--- src/rtl/can_frame_rx.sv ---
// CAN 2.0A classic frame receiver: idle qualification, resync, destuffing,
// CRC-15 and form checks. Listen-only; reports a frame or an error code.
module can_frame_rx #(
  parameter int unsigned CLKS_PER_BIT = 10,
  parameter int unsigned SAMPLE_CLK   = 5,
  parameter int unsigned IDLE_BITS    = 11
) (
  input  logic        i_Clock,
  input  logic        i_Rst_n,
  input  logic        i_Rx_Serial,
  output logic        o_Rx_DV,
  output logic [10:0] o_Rx_ID,
  output logic        o_Rx_RTR,
  output logic [3:0]  o_Rx_DLC,
  output logic [63:0] o_Rx_Data,
  output logic        o_Rx_Ack,
  output logic        o_Rx_Err,
  output logic [2:0]  o_Rx_Err_Code
);
  localparam int unsigned CW = $clog2(CLKS_PER_BIT);
  localparam int unsigned IW = $clog2(IDLE_BITS + 1);

  typedef enum logic [3:0] {
    S_WAIT_IDLE, S_IDLE, S_SOF_CHECK, S_ARB, S_CTRL, S_DATA,
    S_CRC, S_CRC_DEL, S_ACK, S_ACK_DEL, S_EOF
  } state_t;

  state_t         state_q, state_d;
  logic           sync1_q, sync2_q, prev_q;
  logic [CW-1:0]  cnt_q, cnt_d;
  logic [IW-1:0]  idle_q, idle_d;
  logic [6:0]     fcnt_q, fcnt_d, nbits_q, nbits_d;
  logic [2:0]     run_q, run_d;
  logic           last_q, last_d;
  logic [10:0]    id_q, id_d;
  logic           rtr_q, rtr_d, ack_q, ack_d;
  logic [3:0]     dlc_q, dlc_d;
  logic [63:0]    data_q, data_d;
  logic [14:0]    crc_q, crc_d, crc_rx_q, crc_rx_d;
  logic           dv_q, dv_d, err_q, err_d, rx_rtr_q, rx_rtr_d, rx_ack_q, rx_ack_d;
  logic [10:0]    rx_id_q, rx_id_d;
  logic [3:0]     rx_dlc_q, rx_dlc_d;
  logic [63:0]    rx_data_q, rx_data_d;
  logic [2:0]     code_q, code_d;

  logic           rx, fall, in_frame, sample, destuff_en, crc_nxt, err_now;
  logic [14:0]    crc_upd;
  logic [3:0]     dlc_new, nbytes;
  logic [2:0]     code_now;
  logic [5:0]     didx;

  assign rx       = sync2_q;
  assign fall     = prev_q & ~sync2_q;
  assign in_frame = state_q inside {S_SOF_CHECK, S_ARB, S_CTRL, S_DATA, S_CRC,
                                    S_CRC_DEL, S_ACK, S_ACK_DEL, S_EOF};
  assign sample   = (cnt_q == CW'(SAMPLE_CLK));
  // A run of 5 after the last CRC bit leaves one stuff bit to consume in CRC_DEL
  assign destuff_en = (state_q inside {S_ARB, S_CTRL, S_DATA, S_CRC}) ||
                      (state_q == S_CRC_DEL && run_q == 3'd5);
  assign crc_nxt  = rx ^ crc_q[14];
  assign crc_upd  = {crc_q[13:0], 1'b0} ^ (crc_nxt ? 15'h4599 : 15'h0000);
  assign dlc_new  = {dlc_q[2:0], rx};
  assign nbytes   = (dlc_new > 4'd8) ? 4'd8 : dlc_new;
  assign didx     = 6'd63 - fcnt_q[5:0];

  always_comb begin
    state_d   = state_q;   idle_d   = idle_q;   fcnt_d  = fcnt_q;  nbits_d = nbits_q;
    run_d     = run_q;     last_d   = last_q;   id_d    = id_q;    rtr_d   = rtr_q;
    dlc_d     = dlc_q;     data_d   = data_q;   crc_d   = crc_q;   crc_rx_d = crc_rx_q;
    ack_d     = ack_q;     dv_d     = 1'b0;     err_d   = 1'b0;    code_d  = code_q;
    rx_id_d   = rx_id_q;   rx_rtr_d = rx_rtr_q; rx_dlc_d = rx_dlc_q;
    rx_data_d = rx_data_q; rx_ack_d = rx_ack_q;
    err_now   = 1'b0;      code_now = 3'd0;

    if (state_q == S_IDLE) cnt_d = '0;
    else if (in_frame && fall) cnt_d = '0;
    else if (cnt_q == CW'(CLKS_PER_BIT - 1)) cnt_d = '0;
    else cnt_d = cnt_q + CW'(1);

    if (state_q == S_IDLE && fall) state_d = S_SOF_CHECK;

    if (sample) begin
      if (destuff_en && run_q == 3'd5) begin
        if (rx == last_q) begin
          err_now = 1'b1; code_now = 3'd1;
        end else begin
          run_d = 3'd1; last_d = rx;
        end
      end else begin
        if (destuff_en) begin
          run_d  = (rx == last_q) ? run_q + 3'd1 : 3'd1;
          last_d = rx;
        end
        case (state_q)
          S_WAIT_IDLE: begin
            if (!rx) idle_d = '0;
            else if (idle_q == IW'(IDLE_BITS - 1)) begin
              idle_d = '0; state_d = S_IDLE;
            end else idle_d = IW'(idle_q + IW'(1));
          end
          S_SOF_CHECK: begin
            if (!rx) begin
              state_d = S_ARB; fcnt_d = '0; run_d = 3'd1; last_d = 1'b0;
              crc_d = '0; data_d = '0;
            end else state_d = S_IDLE;
          end
          S_ARB: begin
            crc_d = crc_upd;
            if (fcnt_q == 7'd11) begin
              rtr_d = rx; state_d = S_CTRL; fcnt_d = '0;
            end else begin
              id_d = {id_q[9:0], rx}; fcnt_d = fcnt_q + 7'd1;
            end
          end
          S_CTRL: begin
            crc_d  = crc_upd;
            fcnt_d = fcnt_q + 7'd1;
            if (fcnt_q == 7'd0 && rx) begin
              err_now = 1'b1; code_now = 3'd4;
            end else if (fcnt_q >= 7'd2) begin
              dlc_d = dlc_new;
              if (fcnt_q == 7'd5) begin
                nbits_d = rtr_q ? 7'd0 : {nbytes, 3'b000};
                fcnt_d  = '0;
                state_d = (rtr_q || nbytes == 4'd0) ? S_CRC : S_DATA;
              end
            end
          end
          S_DATA: begin
            crc_d = crc_upd;
            data_d[didx] = rx;
            if (fcnt_q == nbits_q - 7'd1) begin
              state_d = S_CRC; fcnt_d = '0;
            end else fcnt_d = fcnt_q + 7'd1;
          end
          S_CRC: begin
            crc_rx_d = {crc_rx_q[13:0], rx};
            if (fcnt_q == 7'd14) state_d = S_CRC_DEL;
            else fcnt_d = fcnt_q + 7'd1;
          end
          S_CRC_DEL: begin
            if (crc_rx_q != crc_q) begin
              err_now = 1'b1; code_now = 3'd3;
            end else if (!rx) begin
              err_now = 1'b1; code_now = 3'd2;
            end else state_d = S_ACK;
          end
          S_ACK: begin
            ack_d = ~rx; state_d = S_ACK_DEL;
          end
          S_ACK_DEL: begin
            if (!rx) begin
              err_now = 1'b1; code_now = 3'd2;
            end else begin
              state_d = S_EOF; fcnt_d = '0;
            end
          end
          S_EOF: begin
            if (!rx) begin
              err_now = 1'b1; code_now = 3'd2;
            end else if (fcnt_q == 7'd6) begin
              dv_d = 1'b1; state_d = S_IDLE;
              rx_id_d = id_q; rx_rtr_d = rtr_q; rx_dlc_d = dlc_q;
              rx_data_d = data_q; rx_ack_d = ack_q;
            end else fcnt_d = fcnt_q + 7'd1;
          end
          default: ;
        endcase
      end
    end

    if (err_now) begin
      err_d = 1'b1; code_d = code_now; state_d = S_WAIT_IDLE; idle_d = '0;
    end
  end

  always_ff @(posedge i_Clock or negedge i_Rst_n) begin
    if (!i_Rst_n) begin
      sync1_q <= 1'b1; sync2_q <= 1'b1; prev_q <= 1'b1;
      state_q <= S_WAIT_IDLE; cnt_q <= '0; idle_q <= '0; fcnt_q <= '0; nbits_q <= '0;
      run_q <= '0; last_q <= 1'b1; id_q <= '0; rtr_q <= 1'b0; dlc_q <= '0;
      data_q <= '0; crc_q <= '0; crc_rx_q <= '0; ack_q <= 1'b0;
      dv_q <= 1'b0; err_q <= 1'b0; code_q <= '0; rx_id_q <= '0; rx_rtr_q <= 1'b0;
      rx_dlc_q <= '0; rx_data_q <= '0; rx_ack_q <= 1'b0;
    end else begin
      sync1_q <= i_Rx_Serial; sync2_q <= sync1_q; prev_q <= sync2_q;
      state_q <= state_d; cnt_q <= cnt_d; idle_q <= idle_d; fcnt_q <= fcnt_d; nbits_q <= nbits_d;
      run_q <= run_d; last_q <= last_d; id_q <= id_d; rtr_q <= rtr_d; dlc_q <= dlc_d;
      data_q <= data_d; crc_q <= crc_d; crc_rx_q <= crc_rx_d; ack_q <= ack_d;
      dv_q <= dv_d; err_q <= err_d; code_q <= code_d; rx_id_q <= rx_id_d; rx_rtr_q <= rx_rtr_d;
      rx_dlc_q <= rx_dlc_d; rx_data_q <= rx_data_d; rx_ack_q <= rx_ack_d;
    end
  end

  assign o_Rx_DV       = dv_q;
  assign o_Rx_ID       = rx_id_q;
  assign o_Rx_RTR      = rx_rtr_q;
  assign o_Rx_DLC      = rx_dlc_q;
  assign o_Rx_Data     = rx_data_q;
  assign o_Rx_Ack      = rx_ack_q;
  assign o_Rx_Err      = err_q;
  assign o_Rx_Err_Code = code_q;
endmodule

--- config.mk ---
export PLATFORM = sky130hd
export DESIGN_NAME = can_frame_rx
export DESIGN_NICKNAME = d
export VERILOG_FILES = /design/src/rtl/can_frame_rx.sv
export SDC_FILE = /design/constraint.sdc
export NUM_CORES = 1
export LEC_CHECK = 0
export BUFFER_PORTS_ARGS = -buffer_cell sky130_fd_sc_hd__buf_2
export CORE_ASPECT_RATIO = 0.6
export CORE_MARGIN = 5
export CORE_UTILIZATION = 45
export CTS_BUF_LIST = sky130_fd_sc_hd__clkbuf_8
export DETAILED_ROUTE_END_ITERATION = 8
export GPL_TIMING_DRIVEN = 0
export PLACE_DENSITY = 0.72
export SLEW_MARGIN = 20
export SYNTH_ARGS = -nofsm -noshare
export SYNTH_HDL_FRONTEND = slang
export SYNTH_SLANG_ARGS = --single-unit
--- constraint.sdc ---
create_clock -name i_Clock -period 1.9 [get_ports i_Clock]
set_input_delay 0.095 -clock i_Clock [delete_from_list [all_inputs] [get_ports i_Clock]]
set_output_delay 0.095 -clock i_Clock [all_outputs]
set_load 0.05 [all_outputs]
==> results of run 1 <==
[critical path, cell delays in order, from the launching register on]
cell and delay [ns]:
dfrtp_2 0.44, inv_2 0.09, ha_4 0.12, and3b_2 0.22, nand3_4 0.10, nor3_4 0.25, buf_6 0.18, buf_12 0.16
clkbuf_16 0.16, mux2_4 0.29
[cell type report]
type	instances	share of cell area
repair buffers	202	0.1223
multi-input cells	627	0.3842
clock buffers	43	0.03975
inverters	16	0.004286
well taps	315	0.02647
plain buffers	46	0.02933
clock inverters	21	0.01135
flip-flops and latches	227	0.3823
[cells in the final DEF (no fill, tap or decap), types with 14 or more instances in the layout]
cell type / Yosys / layout
dfrtp_1: 223 / 218
mux2_4: 30 / 113
buf_2: 22 / 90
a21oi_1: 81 / 71
buf_4: 2 / 64
o21ai_2: 0 / 59
o21ai_0: 154 / 52
o21ai_1: 5 / 47
clkbuf_8: 0 / 43
buf_6: 8 / 38
nand2_1: 49 / 35
inv_1: 15 / 22
xnor2_1: 25 / 22
nor2_1: 28 / 21
buf_12: 0 / 21
nor3_4: 1 / 16
a22o_1: 14 / 14
[report_power, final]
group,leakage (nW),internal [W],switching [W],total (W)
logic,3.43,0.0000484,0.000143,0.000191
clock network,0.439,0.00247,0.00199,0.00445
registers,3.14,0.00485,0.0000118,0.00486
[cell families after synthesis]
kind of cell / Yosys count
flip-flops: 227
AND/OR/NAND/NOR: 177
adder cells (fa/ha/maj): 11
multiplexers: 115
AO/OA/AOI/OAI: 291
XOR/XNOR: 31
buffers and inverters: 72
[per-layer routing]
metal,GRT usage,wire [µm],up-vias
met5,0,0,-
met4,0.05243,731,0
met3,0.07712,3804,97
met2,0.2889,13910,529
met1,0.3504,14530,4436
li1,-,-,3828
[state kept, by name (all words and copies together) (netlist names), 7 cells and up]
| register | flops |
|---|---|
| data_q | 64 |
| fcnt_q | 7 |
| crc_rx_q | 15 |
| o_Rx_Data | 64 |
| crc_q | 15 |
| id_q | 11 |
| o_Rx_ID | 11 |
[how the worst min path moves through the flow]
| stage | start | end | slack [ns] | depth (start not counted) |
|---|---|---|---|---|
| floorplan | i_Rst_n | ack_q | -0.20 | 0 |
| global placement | i_Rx_Serial | sync1_q | 0.21 | 1 |
| detailed placement | i_Rst_n | o_Rx_ID[6] | 0.04 | 1 |
| CTS | i_Rst_n | data_q[14] | 0.08 | 2 |
| global route | i_Rst_n | o_Rx_Data[21] | 0.11 | 2 |
| finish | i_Rst_n | o_Rx_DLC[2] | 0.08 | 2 |
[repair_timing]
action                     in CTS  in global routing
hold endpoints to repair      146                  0
hold buffers                    2                  0
setup endpoints to repair     218                216
pin swaps                      40                 67
setup buffers                  54                 49
gates resized for setup       252                246
cloned                          6                  8
[stage by stage]
step	std cells	setup TNS [ns]	setup WS [ns]	power, W	utilization
5_1_grt	1497	-35.49	-0.3126	0.009811	0.6480
3_3_place_gp	1327	-843.45	-3.257	0.005097	0.4949
4_1_cts	1449	-19.08	-0.1868	0.009523	0.5907
2_1_floorplan	924	-12.23	-0.1488	0.004984	-
6_report	1497	-27.81	-0.2645	0.009505	0.6480
3_5_place_dp	1329	-122.57	-0.7634	0.005114	0.4986
==> flow_summary.ini, run 1 <==
[status]
status = complete, but fails checks
violations = negative setup slack

[place]
place.gp.congestion = 0.9321
dp_hpwl_um = 18940
placed_cell_area_mm2 = 0.01145
numPortBuffers = 88

[critical_path]
worst_setup_path_end_kind = flop
rr_startpoint = fcnt_q[0]
reg2regPathDepth = 9
crit_path_end = o_Rx_Data[30]
r2r_end = o_Rx_Data[30]
cp_data_arrival_time_ns = 2.60
crit_path_max_fanout = 6
crit_type = reg2reg
reg2reg_setup_slack_ns = -0.26
start_kind = flop
crit_path_start = fcnt_q[0]
worstPathRequired_ns = 2.33

[cts]
root_buffer = clkbuf_8
clk_latency_ns = 0.56
clk_pin_slew_ns = 0.08
cts_sinks = 227
cts_max_path_buffers = 3
cts_tree = done
htree_num_levels = 2
cts_made_buffers = 36

[synthesis]
synth_edf_count = 0
synth-adder-area-share = 0.01317
synth.top_cell.area_share = 0.5338
ys_seq_elements = 227
post_synth_and_or_nand_nor_area_fraction = 0.08833
synth_ff_type = dfrtp_1
synth_most_common_cell = dfrtp_1
netlist_top_cells_count = dfrtp_1, o21ai_0, a21oi_1
syn-num-nets = 938
syn_avg_cell_area_um2 = 11.31
ys_top_cells_by_area = dfrtp_1, mux2_2, o21ai_0, mux2_4, a21oi_1
synth_compound_area_frac = 0.1577
synth_xor_area_frac = 0.02741
async_flop_share = 1.000
yosysUniqueCellTypes = 68
syn_inst = 924
ys_seq_area_frac = 0.5439
yosys.area.top_type = dfrtp_1
synth.area.mux_share = 0.1345
ys_warn_count = 0
synth_area_mm2 = 0.01045
synth_top_family_by_area = compound AO/OA/AOI/OAI gates

[global_routing]
grt_pass1_wl_um = 46590
grt_pass1_vias = 8184
grt_start_max_net_pins = 94
antenna_found_initial = 0
grtUsageTotal = 0.2219
grt_overflow = 0

[final_layout]
fin_nets = 1170
regArea_mm2 = 0.005692
antenna_cells = 0
multi_input_area_mm2 = 0.005719
finalInstanceArea_mm2 = 0.01489
num-fill-cells = 1615
drive_gt1_frac = 0.4958
areaGrowthSynthToFinish_pct = 42.41

[floorplanning]
rows = 43
die_w_um = 206.8
initial_core_util = 0.4550
fp.dieH_um = 128.1
io_pins = 89
dieArea_mm2 = 0.02648
core_area_mm2 = 0.02297

[detailed_routing]
first_pass_iters = 5
routed_wirelength_um = 32970
drc = 0
ant_nets = 0
num_vias = 8890
vias_per_cell = 5.939
drtIter0Drc = 1078
wl_per_cell_um = 22.03

[sta]
hold_ws_ns = 0.07521
fmax_ghz = 0.4620
finalCritPeriodShare = 1.139
hold_viol_final = 0
relSlewSlack = 0.4158
worstMarginPinSlew_ns = 0.8701
fin_worst_skew_ns = 0.05017
rsz0062_at_grt = true
period_needed_ns = 2.165
setup_viol = 208
worst_slack_ns = -0.2645
slew_viol_final = 0

[power]
vdd_drop_max_uv = 374.9
power.density_mw_per_mm2 = 638.5
power_leakage_nw = 7.002

[job]
cap_viol_max_count = 0

[hold_path]
min_path_type = in2async
Power figures use the tool's default switching activity.
==> run 2, diff against run 1 <==
--- a/config.mk
+++ b/config.mk
@@ -12,7 +12,7 @@
 export CTS_BUF_LIST = sky130_fd_sc_hd__clkbuf_8
 export DETAILED_ROUTE_END_ITERATION = 8
 export GPL_TIMING_DRIVEN = 0
-export PLACE_DENSITY = 0.72
+export PLACE_DENSITY = 0.7
 export SLEW_MARGIN = 20
 export SYNTH_ARGS = -nofsm -noshare
 export SYNTH_HDL_FRONTEND = slang
==> constraint.sdc (replaced) <==
create_clock -name i_Clock -period 2.3 [get_ports i_Clock]
set_input_delay 0.115 -clock i_Clock [delete_from_list [all_inputs] [get_ports i_Clock]]
set_output_delay 0.115 -clock i_Clock [all_outputs]
set_load 0.05 [all_outputs]
==> run 2 against run 1 <==
Net effect:
- register-to-register slack better by 0.30 ns
- die area unchanged
- global-route usage down 1.8 points
- fmax down 4.6%
- the flow now finishes without violations
- critical path depth unchanged
- core utilization down 11 points
- wire length down 18%
==> flow_summary.ini, run 2 (same netlist as run 1, synthesis figures left out) <==
[critical_path]
crit_type = reg2reg
crit_path_max_fanout = 8
worst_setup_path_end_kind = flop
cp_data_arrival_time_ns = 2.62
r2r_end = data_q[44]
rr_startpoint = run_q[1]
reg2reg_setup_slack_ns = 0.03
start_kind = flop
worstPathRequired_ns = 2.65
crit_path_start = run_q[1]
reg2regPathDepth = 9
crit_path_end = data_q[44]

[detailed_routing]
routed_wirelength_um = 27040
ant_nets = 0
wl_per_cell_um = 19.27
drtIter0Drc = 946
first_pass_iters = 6
vias_per_cell = 5.706
drc = 0
num_vias = 8006

[place]
placed_cell_area_mm2 = 0.01138
dp_hpwl_um = 18680
numPortBuffers = 88
place.gp.congestion = 0.9433

[floorplanning]
rows = 43
core_area_mm2 = 0.02297
initial_core_util = 0.4550
io_pins = 89
die_w_um = 206.8
fp.dieH_um = 128.1
dieArea_mm2 = 0.02648

[sta]
fin_worst_skew_ns = 0.03083
setup_viol = 0
relSlewSlack = 0.3097
slew_viol_final = 0
fmax_ghz = 0.4409
tns_ns = 0
period_needed_ns = 2.268
hold_viol_final = 0
rsz0062_at_grt = true
finalCritPeriodShare = 0.9861
hold_ws_ns = 0.07239
worstMarginPinSlew_ns = 1.028

[cts]
cts_sinks = 227
cts_max_path_buffers = 3
clk_latency_ns = 0.53
htree_num_levels = 2
root_buffer = clkbuf_8
clk_pin_slew_ns = 0.06
cts_made_buffers = 34
cts_tree = done

[global_routing]
grt_overflow = 0
grt_pass1_vias = 7680
grtUsageTotal = 0.2037
antenna_found_initial = 0
grt_start_max_net_pins = 95
grt_pass1_wl_um = 42990

[job]
cap_viol_max_count = 0

[final_layout]
fin_nets = 1081
mostFrequentLayoutCells = dfrtp_1, o21ai_0, buf_2, a21oi_1, mux2_2
num-fill-cells = 2021
areaGrowthSynthToFinish_pct = 18.14
drive_gt1_frac = 0.3125
final_util = 0.5376
antenna_cells = 0
finalInstanceArea_mm2 = 0.01235
layout_commonest_cell = dfrtp_1

[power]
p_total_w = 0.007315
power.density_mw_per_mm2 = 592.2
vdd_drop_max_uv = 468.3
power_leakage_nw = 6.059

[hold_path]
min_path_type = in2async

[status]
status = finished clean
run 2: worst min path at each step:
stage          cells after the start           end   startpoint
5_1_grt                            2  o_Rx_Data[3]      i_Rst_n
3_3_place_gp                       1       sync1_q  i_Rx_Serial
3_5_place_dp                       1      o_Rx_Err      i_Rst_n
2_1_floorplan                      0         ack_q      i_Rst_n
4_1_cts                            2    data_q[21]      i_Rst_n
6_report                           2  o_Rx_Data[3]      i_Rst_n
run 2: cell type report:
type / instances / area, µm² / share of cell area
Inverter: 16 / 60.06 / 0.004863
Timing Repair Buffer: 109 / 681.9 / 0.05521
Buffer: 54 / 326.6 / 0.02644
Tap cell: 315 / 394.1 / 0.03191
Clock inverter: 16 / 71.32 / 0.005774
Multi-Input combinational cell: 625 / 4567 / 0.3698
Sequential cell: 227 / 5685 / 0.4603
Clock buffer: 41 / 564.3 / 0.04569
run 2: metrics by stage:
stage	cells	setup WS (ns)
after floorplan	924	0.2254
after global placement	1327	-2.853
after detailed placement	1330	-0.3574
after CTS	1394	-0.01303
after global routing	1403	-0.06993
final	1403	0.03201
run 2: per-layer routing:
layer  up-vias  track usage  part of all wire
met1      3945       0.3387              0.50
li1       3614            -                 -
met4         0      0.04117             0.011
met5         -            0                 0
met2       414       0.2464              0.37
met3        33      0.07459              0.12
run 2: power breakdown:
group | leakage (nW) | total [W] | switching (W) | internal [W]
Sequential | 3.14 | 0.00401 | 0.00000936 | 0.00400
Clock | 0.377 | 0.00317 | 0.00155 | 0.00162
Combinational | 2.54 | 0.000135 | 0.000105 | 0.0000305
Total | 6.06 | 0.00731 | 0.00167 | 0.00565
run 2: what timing repair did:
action	CTS	global route
endpoints found under the setup margin	176	191
pin swaps	4	8
hold buffers	2	0
hold endpoints to repair	131	0
gates resized for setup	10	48
buffers inserted	5	11
run 2: critical path, cell delays in order (launching register included):
cell     delay (ns)
dfrtp_1        0.40
inv_1          0.06
ha_2           0.22
nand2_4        0.09
o31ai_4        0.58
buf_4          0.23
nor3_4         0.04
buf_4          0.16
nand2_1        0.18
o21ai_0        0.14
